File: config.mk
export PLATFORM = sky130hd
export DESIGN_NAME = ssem_sequencer_flat
export DESIGN_NICKNAME = d
export VERILOG_FILES = /design/src/rtl/ssem_sequencer_if.sv /design/src/rtl/ssem_sequencer.sv /design/src/flat_wrapper.sv
export SDC_FILE = /design/constraint.sdc
export NUM_CORES = 2
export LEC_CHECK = 0
export CELL_PAD_IN_SITES_DETAIL_PLACEMENT = 1
export CELL_PAD_IN_SITES_GLOBAL_PLACEMENT = 2
export CORE_ASPECT_RATIO = 1.75
export CORE_MARGIN = 8
export CORE_UTILIZATION = 52
export CTS_CLUSTER_SIZE = 28
export DETAILED_ROUTE_END_ITERATION = 12
export PLACE_DENSITY = 0.95
export SLEW_MARGIN = 15
export SYNTH_ARGS = -nofsm -noshare
export SYNTH_HDL_FRONTEND = slang
export SYNTH_SLANG_ARGS = --single-unit
File: constraint.sdc
create_clock -name w_CLK -period 14.2 [get_ports w_CLK]
set_input_delay 2.84 -clock w_CLK [delete_from_list [all_inputs] [get_ports w_CLK]]
set_output_delay 2.84 -clock w_CLK [all_outputs]
set_load 0.02 [all_outputs]
File: src/rtl/ssem_sequencer_if.sv
// Operator-panel bundle for ssem_sequencer: run/step/stop keys, manual
// store loading, display read port and the oscilloscope/display taps.
interface ssem_sequencer_if #(
  parameter int WORD_LENGTH = 32,
  parameter int ADDR_BITS   = 5,
  parameter int CNT_BITS    = 16
) ();
  logic                   w_KSP;
  logic                   w_KSS;
  logic                   w_KST;
  logic                   w_MW_EN;
  logic [ADDR_BITS-1:0]   b_MW_ADDR;
  logic [WORD_LENGTH-1:0] b_MW_DATA;
  logic [ADDR_BITS-1:0]   b_RD_ADDR;
  logic [WORD_LENGTH-1:0] b_RD_DATA;
  logic [WORD_LENGTH-1:0] b_A;
  logic [ADDR_BITS-1:0]   b_CI;
  logic [WORD_LENGTH-1:0] b_PI;
  logic                   w_SL;
  logic [1:0]             b_STATE;
  logic [CNT_BITS-1:0]    b_COUNT;

  modport slave (
    input  w_KSP, w_KSS, w_KST, w_MW_EN, b_MW_ADDR, b_MW_DATA, b_RD_ADDR,
    output b_RD_DATA, b_A, b_CI, b_PI, w_SL, b_STATE, b_COUNT
  );

  modport master (
    output w_KSP, w_KSS, w_KST, w_MW_EN, b_MW_ADDR, b_MW_DATA, b_RD_ADDR,
    input  b_RD_DATA, b_A, b_CI, b_PI, w_SL, b_STATE, b_COUNT
  );
endinterface

File: src/rtl/ssem_sequencer.sv
// Parametrised SSEM-style sequencer: line store, accumulator, CI/PI and a
// single HALT/SCAN/FETCH/EXEC FSM replacing the old timing chain.
//
// state | meaning
// HALT  | stopped, stop lamp lit, manual store writes accepted
// SCAN  | CI <= CI + 1
// FETCH | PI <= store[CI]
// EXEC  | execute PI, bump instruction count, then SCAN or HALT
module ssem_sequencer #(
  parameter int WORD_LENGTH = 32,
  parameter int ADDR_BITS   = 5,
  parameter int FUNC_BITS   = 6,
  parameter int CNT_BITS    = 16
) (
  input  logic w_CLK,
  input  logic w_RST,
  ssem_sequencer_if.slave bus
);
  localparam int DEPTH = 2 ** ADDR_BITS;

  localparam logic [FUNC_BITS-1:0] INST_NOP = FUNC_BITS'(6'b000000);
  localparam logic [FUNC_BITS-1:0] INST_CMP = FUNC_BITS'(6'b000101);
  localparam logic [FUNC_BITS-1:0] INST_JMP = FUNC_BITS'(6'b001101);
  localparam logic [FUNC_BITS-1:0] INST_STA = FUNC_BITS'(6'b010100);
  localparam logic [FUNC_BITS-1:0] INST_LDA = FUNC_BITS'(6'b100000);
  localparam logic [FUNC_BITS-1:0] INST_Z   = FUNC_BITS'(6'b100100);
  localparam logic [FUNC_BITS-1:0] INST_ADD = FUNC_BITS'(6'b101100);
  localparam logic [FUNC_BITS-1:0] INST_SUB = FUNC_BITS'(6'b100110);
  localparam logic [FUNC_BITS-1:0] INST_NEG = FUNC_BITS'(6'b110110);
  localparam logic [FUNC_BITS-1:0] INST_SHR = FUNC_BITS'(6'b111110);
  localparam logic [FUNC_BITS-1:0] INST_HLT = FUNC_BITS'(6'b111111);

  typedef enum logic [1:0] {
    ST_HALT  = 2'b00,
    ST_SCAN  = 2'b01,
    ST_FETCH = 2'b10,
    ST_EXEC  = 2'b11
  } state_t;

  state_t                 state_q, state_d;
  logic [WORD_LENGTH-1:0] store [DEPTH];
  logic [WORD_LENGTH-1:0] acc_q, acc_d;
  logic [ADDR_BITS-1:0]   ci_q, ci_d;
  logic [WORD_LENGTH-1:0] pi_q, pi_d;
  logic [CNT_BITS-1:0]    count_q, count_d;
  logic                   run_q, run_d;
  logic                   ksp_prev_q;
  logic                   need_edge_q, need_edge_d;

  logic                   st_we;
  logic [ADDR_BITS-1:0]   st_addr;
  logic [WORD_LENGTH-1:0] st_data;

  logic [FUNC_BITS-1:0]   func;
  logic [ADDR_BITS-1:0]   op_addr;
  logic [WORD_LENGTH-1:0] operand;
  logic                   ksp_ok;

  assign func    = pi_q[WORD_LENGTH-1 -: FUNC_BITS];
  assign op_addr = pi_q[ADDR_BITS-1:0];
  assign operand = store[op_addr];

  // After a HLT, a held run key must be released and pressed again.
  assign ksp_ok = bus.w_KSP && (!need_edge_q || !ksp_prev_q);

  always_comb begin
    state_d     = state_q;
    acc_d       = acc_q;
    ci_d        = ci_q;
    pi_d        = pi_q;
    count_d     = count_q;
    run_d       = run_q;
    need_edge_d = need_edge_q;
    st_we       = 1'b0;
    st_addr     = '0;
    st_data     = '0;
    case (state_q)
      ST_HALT: begin
        if (bus.w_MW_EN) begin
          st_we   = 1'b1;
          st_addr = bus.b_MW_ADDR;
          st_data = bus.b_MW_DATA;
        end
        if (ksp_ok) begin
          state_d     = ST_SCAN;
          run_d       = 1'b1;
          need_edge_d = 1'b0;
        end else if (bus.w_KSS) begin
          state_d = ST_SCAN;
          run_d   = 1'b0;
        end
      end
      ST_SCAN: begin
        ci_d    = ci_q + ADDR_BITS'(1);
        state_d = ST_FETCH;
      end
      ST_FETCH: begin
        pi_d    = store[ci_q];
        state_d = ST_EXEC;
      end
      ST_EXEC: begin
        count_d = count_q + CNT_BITS'(1);
        case (func)
          INST_LDA: acc_d = operand;
          INST_ADD: acc_d = acc_q + operand;
          INST_SUB: acc_d = acc_q - operand;
          INST_NEG: acc_d = -operand;
          INST_Z:   acc_d = '0;
          INST_SHR: acc_d = {acc_q[WORD_LENGTH-1], acc_q[WORD_LENGTH-1:1]};
          INST_STA: begin
            st_we   = 1'b1;
            st_addr = op_addr;
            st_data = acc_q;
          end
          INST_JMP: ci_d = operand[ADDR_BITS-1:0];
          INST_CMP: if (acc_q[WORD_LENGTH-1]) ci_d = ci_q + ADDR_BITS'(1);
          INST_HLT: need_edge_d = 1'b1;
          INST_NOP: ;
          default:  ;
        endcase
        if (func == INST_HLT || !run_q || bus.w_KST) state_d = ST_HALT;
        else                                         state_d = ST_SCAN;
      end
      default: state_d = ST_HALT;
    endcase
  end

  always_ff @(posedge w_CLK) begin
    ksp_prev_q <= bus.w_KSP;
    if (w_RST) begin
      state_q     <= ST_HALT;
      acc_q       <= '0;
      ci_q        <= '0;
      pi_q        <= '0;
      count_q     <= '0;
      run_q       <= 1'b0;
      need_edge_q <= 1'b0;
    end else begin
      state_q     <= state_d;
      acc_q       <= acc_d;
      ci_q        <= ci_d;
      pi_q        <= pi_d;
      count_q     <= count_d;
      run_q       <= run_d;
      need_edge_q <= need_edge_d;
    end
  end

  // Store survives reset; reset only blocks a write in the same cycle.
  always_ff @(posedge w_CLK) begin
    if (st_we && !w_RST) store[st_addr] <= st_data;
  end

  assign bus.b_RD_DATA = store[bus.b_RD_ADDR];
  assign bus.b_A       = acc_q;
  assign bus.b_CI      = ci_q;
  assign bus.b_PI      = pi_q;
  assign bus.w_SL      = (state_q == ST_HALT);
  assign bus.b_STATE   = state_q;
  assign bus.b_COUNT   = count_q;
endmodule

File: src/flat_wrapper.sv
// flat-port wrapper written by rule: the top's interface ports become plain ports
module ssem_sequencer_flat 
#(
  parameter int WORD_LENGTH = 32,
  parameter int ADDR_BITS   = 5,
  parameter int FUNC_BITS   = 6,
  parameter int CNT_BITS    = 16
)
  (w_CLK, w_RST, bus_w_KSP, bus_w_KSS, bus_w_KST, bus_w_MW_EN, bus_b_MW_ADDR, bus_b_MW_DATA, bus_b_RD_ADDR, bus_b_RD_DATA, bus_b_A, bus_b_CI, bus_b_PI, bus_w_SL, bus_b_STATE, bus_b_COUNT);
  ssem_sequencer_if #(.WORD_LENGTH(WORD_LENGTH), .ADDR_BITS(ADDR_BITS), .CNT_BITS(CNT_BITS)) bus_i ();
  input  logic w_CLK;
  input  logic w_RST;
  input wire logic [$bits(bus_i.w_KSP)-1:0] bus_w_KSP;
  input wire logic [$bits(bus_i.w_KSS)-1:0] bus_w_KSS;
  input wire logic [$bits(bus_i.w_KST)-1:0] bus_w_KST;
  input wire logic [$bits(bus_i.w_MW_EN)-1:0] bus_w_MW_EN;
  input wire logic [$bits(bus_i.b_MW_ADDR)-1:0] bus_b_MW_ADDR;
  input wire logic [$bits(bus_i.b_MW_DATA)-1:0] bus_b_MW_DATA;
  input wire logic [$bits(bus_i.b_RD_ADDR)-1:0] bus_b_RD_ADDR;
  output wire logic [$bits(bus_i.b_RD_DATA)-1:0] bus_b_RD_DATA;
  output wire logic [$bits(bus_i.b_A)-1:0] bus_b_A;
  output wire logic [$bits(bus_i.b_CI)-1:0] bus_b_CI;
  output wire logic [$bits(bus_i.b_PI)-1:0] bus_b_PI;
  output wire logic [$bits(bus_i.w_SL)-1:0] bus_w_SL;
  output wire logic [$bits(bus_i.b_STATE)-1:0] bus_b_STATE;
  output wire logic [$bits(bus_i.b_COUNT)-1:0] bus_b_COUNT;
  assign bus_i.w_KSP = bus_w_KSP;
  assign bus_i.w_KSS = bus_w_KSS;
  assign bus_i.w_KST = bus_w_KST;
  assign bus_i.w_MW_EN = bus_w_MW_EN;
  assign bus_i.b_MW_ADDR = bus_b_MW_ADDR;
  assign bus_i.b_MW_DATA = bus_b_MW_DATA;
  assign bus_i.b_RD_ADDR = bus_b_RD_ADDR;
  assign bus_b_RD_DATA = bus_i.b_RD_DATA;
  assign bus_b_A = bus_i.b_A;
  assign bus_b_CI = bus_i.b_CI;
  assign bus_b_PI = bus_i.b_PI;
  assign bus_w_SL = bus_i.w_SL;
  assign bus_b_STATE = bus_i.b_STATE;
  assign bus_b_COUNT = bus_i.b_COUNT;
  ssem_sequencer #(.WORD_LENGTH(WORD_LENGTH), .ADDR_BITS(ADDR_BITS), .FUNC_BITS(FUNC_BITS), .CNT_BITS(CNT_BITS)) u_core (.w_CLK(w_CLK), .w_RST(w_RST), .bus(bus_i));
endmodule
==> results.env <==
RUN_STATUS='complete, no violations'
POWER.SHARE.SWITCHING_PCT=36.8
ROUTABILITYCONGESTION=0.971
SYN_AREA_SQ_UM=63000
POST_CTS.RESIZED_INSTANCES=0
FINALHOLDVIOLATIONS=0
PORTION_OF_SYNTHESIZED_CELL_AREA_OCCUPIED_BY_THE_LEADING_CELL_TYPE_PCT=48.8
HP-CLASS='reg -> reg'
NETLIST_INSTANCES=3503
POST_SYNTH.CELL_AREA_AVG_SQ_UM=18.0
TRITONCTS.NUM_BUFFERS=103
SLEW_HEADROOM_PCT=17.9
RSZ_0062_RAISED_AFTER_GLOBAL_ROUTING='no'
DRT_DRC_VIOLATIONS_LEFT=0
TOTALWIRELENGTH_UM=242000
POWER_SWITCHING_mW=4.35
ANTENNA_FOUND_INITIAL=2
FINAL-MAX-SLEW-VIOLATION-COUNT=0
CLOCK_LATENCY_PS=760
CTSHOLDBUFFERS=0
YOSYSWARNINGS=0
ANTENNA_LEFT=0
SYNTH-SEQ-CELLS=1114
NFILLCELLS=10463
CP_SLOWEST_STAGE_DELAY_PS=660
PART_OF_THE_TOTAL_POWER_DISSIPATED_IN_COMBINATIONAL_LOGIC_PCT=39.6
VIA_PER_INST=8.21
DIE_W_UM=279
CP.BUFFERS_INVERTERS=3
DIE_HEIGHT_UM=476
GRT_PASS1_WL_UM=343000
DRTITER0DRC=7095
FMAX_MHz=108
POWER_PER_CELL_AREA_nW_PER_UM2=169
DPL.HPWL_UM=134000
SYNTH-EDFF-COUNT=1024
POWER_REPORT.INTERNAL_TOTAL_mW=7.48
CTS-ROOT-BUF='clkbuf_16'
YOSYS.CELL_TYPES.COUNT=79
CRITPATHCAPTURETYPE='primary output'
YOSYS.AREA.TOP_TYPE='edfxtp_1'
TIMING.FINAL.CRIT_SHARE_PCT=64.9
FIN_HOLD_WS_PS=496
CORE.ROWCOUNT=169
GRT_PASS1_VIAS=45358
FIN_CRIT_PS=9220
TOP_LEVEL_PORTS=168
DETAILROUTE.VIA_COUNT=43430
FINAL_LAYOUT_SIZE_SUFFIX_GT1_SHARE_PCT=36.9
FIN_UTIL_PCT=58.0
STD_CELL_CORE_AREA_SQ_UM=121000
WORST_MAX_SLEW_PIN_SLEW_PS=1230
PLACEMENT_CELL_AREA_SQ_UM=66500
CTS.REPAIR_TIMING.SETUP_BUFFER_COUNT=0
AVGROUTEDWIREPERCELL_UM=45.8
DRT-PASS1-ITER-COUNT=6
GR-TOTAL-OVERFLOW=0
SYN-NUM-NETS=3621
CTS_TREE='done'
MAX_STAGE_DELAY_CELL_WORST_PATH='buf_12'
CP_DATA_REQUIRED_TIME_PS=11360
MULTI_INPUT_AREA_SQ_UM=29300
DRV.MAX_CAP_VIOLATION_COUNT=0
WORST_PATH_DOMINANT_CELL_FAMILY='buffers and inverters'
POSTSYNTH.ASYNCRESETSHARE_PCT=0
TOTAL_POWER_CONSUMPTION_mW=11.8
START_KIND='input port'
SEQ_AREA_SQ_UM=32600
IO_BUFFERS=167
CTS_HTREE_LEVELS=3
DIE_AREA_SQ_UM=133000
INITIAL_CORE_UTIL_PCT=52.1
POST_SYNTH_MAIN_AREA_CONTRIBUTORS='edfxtp_1 (49%), mux4_2 (34%), dfxtp_1 (2.9%), ha_1 (1.4%), nor2_1 (1.1%)'
CRITICAL_PATH_PEAK_FANOUT=104
SETUP_TOTAL_NEGATIVE_SLACK_PS=0
AREA_GROWTH_PCT=11.3
CTS.SINK_COUNT=1114
SYNTH_SEQUENTIAL_AREA_RATIO_PCT=51.7
WORST_IR_DROP_VDD_uV=181
CTS.PATH.MAX_BUFFERS=3
TIMING.CRITICAL_PATH.MODE_CELL='mux4_2'
WORST_SETUP_HOLD_PATH_CLK_SLEW_PS=60
FINALINSTANCEAREA_SQ_UM=70100
SETUP-VIOLATIONS-FINAL=0
POWER_FRAC_CLOCK_PCT=25.2
CLASSIFICATION_OF_THE_WORST_SETUP_PATH='in -> out'
FIN_SKEW_PS=69.5
NETS=3693
POWER_FRAC_SEQ_PCT=35.1
TIMING.CRITICAL_PATH.CELLS='buf_8 -> buf_12 -> mux4_2 -> mux4_2 -> mux2_2 -> clkdlybuf4s50_1'
SYNTH_TOP_FLOP_CELL='edfxtp_1'
GRT_USE_TOTAL_PCT=36.0
CP_DATA_ARRIVAL_TIME_PS=6380
CELLLEAKAGEPOWER_nW=21.5
GRT_START_MAX_NET_PINS=146
==> logic make-up (layout without fill, tap and decap cells) <==
| kind of cell | count (synthesis) | in the layout | share of synthesized area [%] |
|---|---|---|---|
| compound gates | 418 | 418 | 4.52 |
| xor+xnor | 62 | 62 | 0.863 |
| fa+ha+maj | 70 | 70 | 1.42 |
| buf+inv | 348 | 507 | 2.40 |
| flops | 1114 | 1114 | 51.7 |
| mux | 1060 | 1060 | 35.9 |
| other cells | 0 | 1 | 0 |
| simple gates | 431 | 431 | 3.17 |
==> cell usage in the layout, fill, tap and decap left out, types with 11 or more instances in the layout <==
cell type,count
dfxtp_1,80
mux2i_1,54
nand2_1,89
clkinv_2,15
nor3_1,19
nor2_4,40
mux2_2,50
nand3_1,35
o21ai_0,55
nor2b_1,13
mux4_2,954
a21o_1,40
xor2_1,36
ha_1,66
o21ai_1,12
clkdlybuf4s50_1,161
clkinv_1,18
a211oi_1,44
and2_1,31
buf_4,92
a22oi_1,40
inv_1,46
nand2b_1,11
and3_1,13
o21bai_1,15
edfxtp_1,1024
clkbuf_1,13
xnor2_1,26
a31oi_1,17
o221ai_1,11
a221oi_1,15
nor2_1,132
clkbuf_16,106
a21oi_1,96
bufinv_16,11
==> area by class of cell <==
class,count,area share (%)
diodes,1,0.00357
clock buffers,123,3.93
clock inverters,69,1.03
inverters,50,0.268
multi-input cells,2041,41.8
flip-flops and latches,1114,46.5
well taps,1624,2.90
repair buffers,265,3.61
==> through the flow <==
stage	setup WS, ps	cells
3_3_place_gp	4950	5092
3_5_place_dp	4860	5093
5_1_grt	4700	5287
2_1_floorplan	6250	3503
4_1_cts	4800	5285
6_report	4980	5287
==> power groups by stage <==
stage	Sequential, mW	Clock [mW]	Combinational, mW
2_1_floorplan	4.08	0	3.16
3_3_place_gp	4.20	0	4.34
3_5_place_dp	4.21	0	4.49
4_1_cts	4.15	2.99	4.60
5_1_grt	4.16	3.07	4.87
6_report	4.16	2.99	4.69
==> worst paths after layout <==
kind | from | endpoint | slack (ps) | cells after the start
setup / recovery | bus_b_RD_ADDR[0] | bus_b_RD_DATA[14] | 4980 | 6
hold reg to reg | u_core.bus.b_PI[18]$_SDFFE_PP0N_ | u_core.bus.b_PI[18]$_SDFFE_PP0N_ | 500 | 2
setup reg to reg | u_core.bus.b_PI[0]$_SDFFE_PP0N_ | u_core.bus.b_A[28]$_SDFFE_PP0P_ | 6120 | 15
hold / removal | u_core.bus.b_PI[18]$_SDFFE_PP0N_ | u_core.bus.b_PI[18]$_SDFFE_PP0N_ | 500 | 2
==> worst register-to-register path, stage by stage (launching register included) <==
cell	delay, ps
dfxtp_4	740
buf_4	610
buf_4	870
mux4_2	650
mux4_2	500
mux2i_1	930
ha_1	440
nand3_1	120
o2bb2ai_1	520
o211ai_1	280
o21ai_0	770
a41oi_1	570
o311ai_1	450
xnor2_1	110
a221oi_1	260
a211oi_1	110
==> registers in the layout, indices dropped and copies added, names as in the netlist <==
register	cells
u_core.bus.b_A	32
u_core.run_q	1
u_core.bus.b_STATE	2
u_core.bus.b_COUNT	16
u_core.bus.b_PI	32
u_core.store	1024
u_core.bus.b_CI	5
u_core.ksp_prev_q	1
u_core.need_edge_q	1
==> synthesized netlist by cell type, types with 15 or more instances <==
cell type / number
a211oi_1: 45
a21o_1: 40
a21oi_1: 96
a221oi_1: 15
a22oi_1: 40
a31oi_1: 17
and2_1: 31
buf_1: 50
buf_2: 48
clkbuf_1: 176
dfxtp_1: 90
edfxtp_1: 1024
ha_1: 68
inv_1: 46
mux2_2: 50
mux2i_1: 54
mux4_2: 954
nand2_1: 89
nand3_1: 35
nor2_1: 178
nor3_1: 20
o21ai_0: 55
o21bai_1: 15
xnor2_1: 26
xor2_1: 36
==> metal layers <==
metal | GRT usage (%) | vias to the layer above | part of all wire, %
li1 | - | 15360 | -
met1 | 41.6 | 22371 | 30
met2 | 56.6 | 4482 | 47
met3 | 11.1 | 1217 | 13
met4 | 26.8 | 0 | 9.1
met5 | 0 | - | 0
Power figures use the tool's default switching activity.
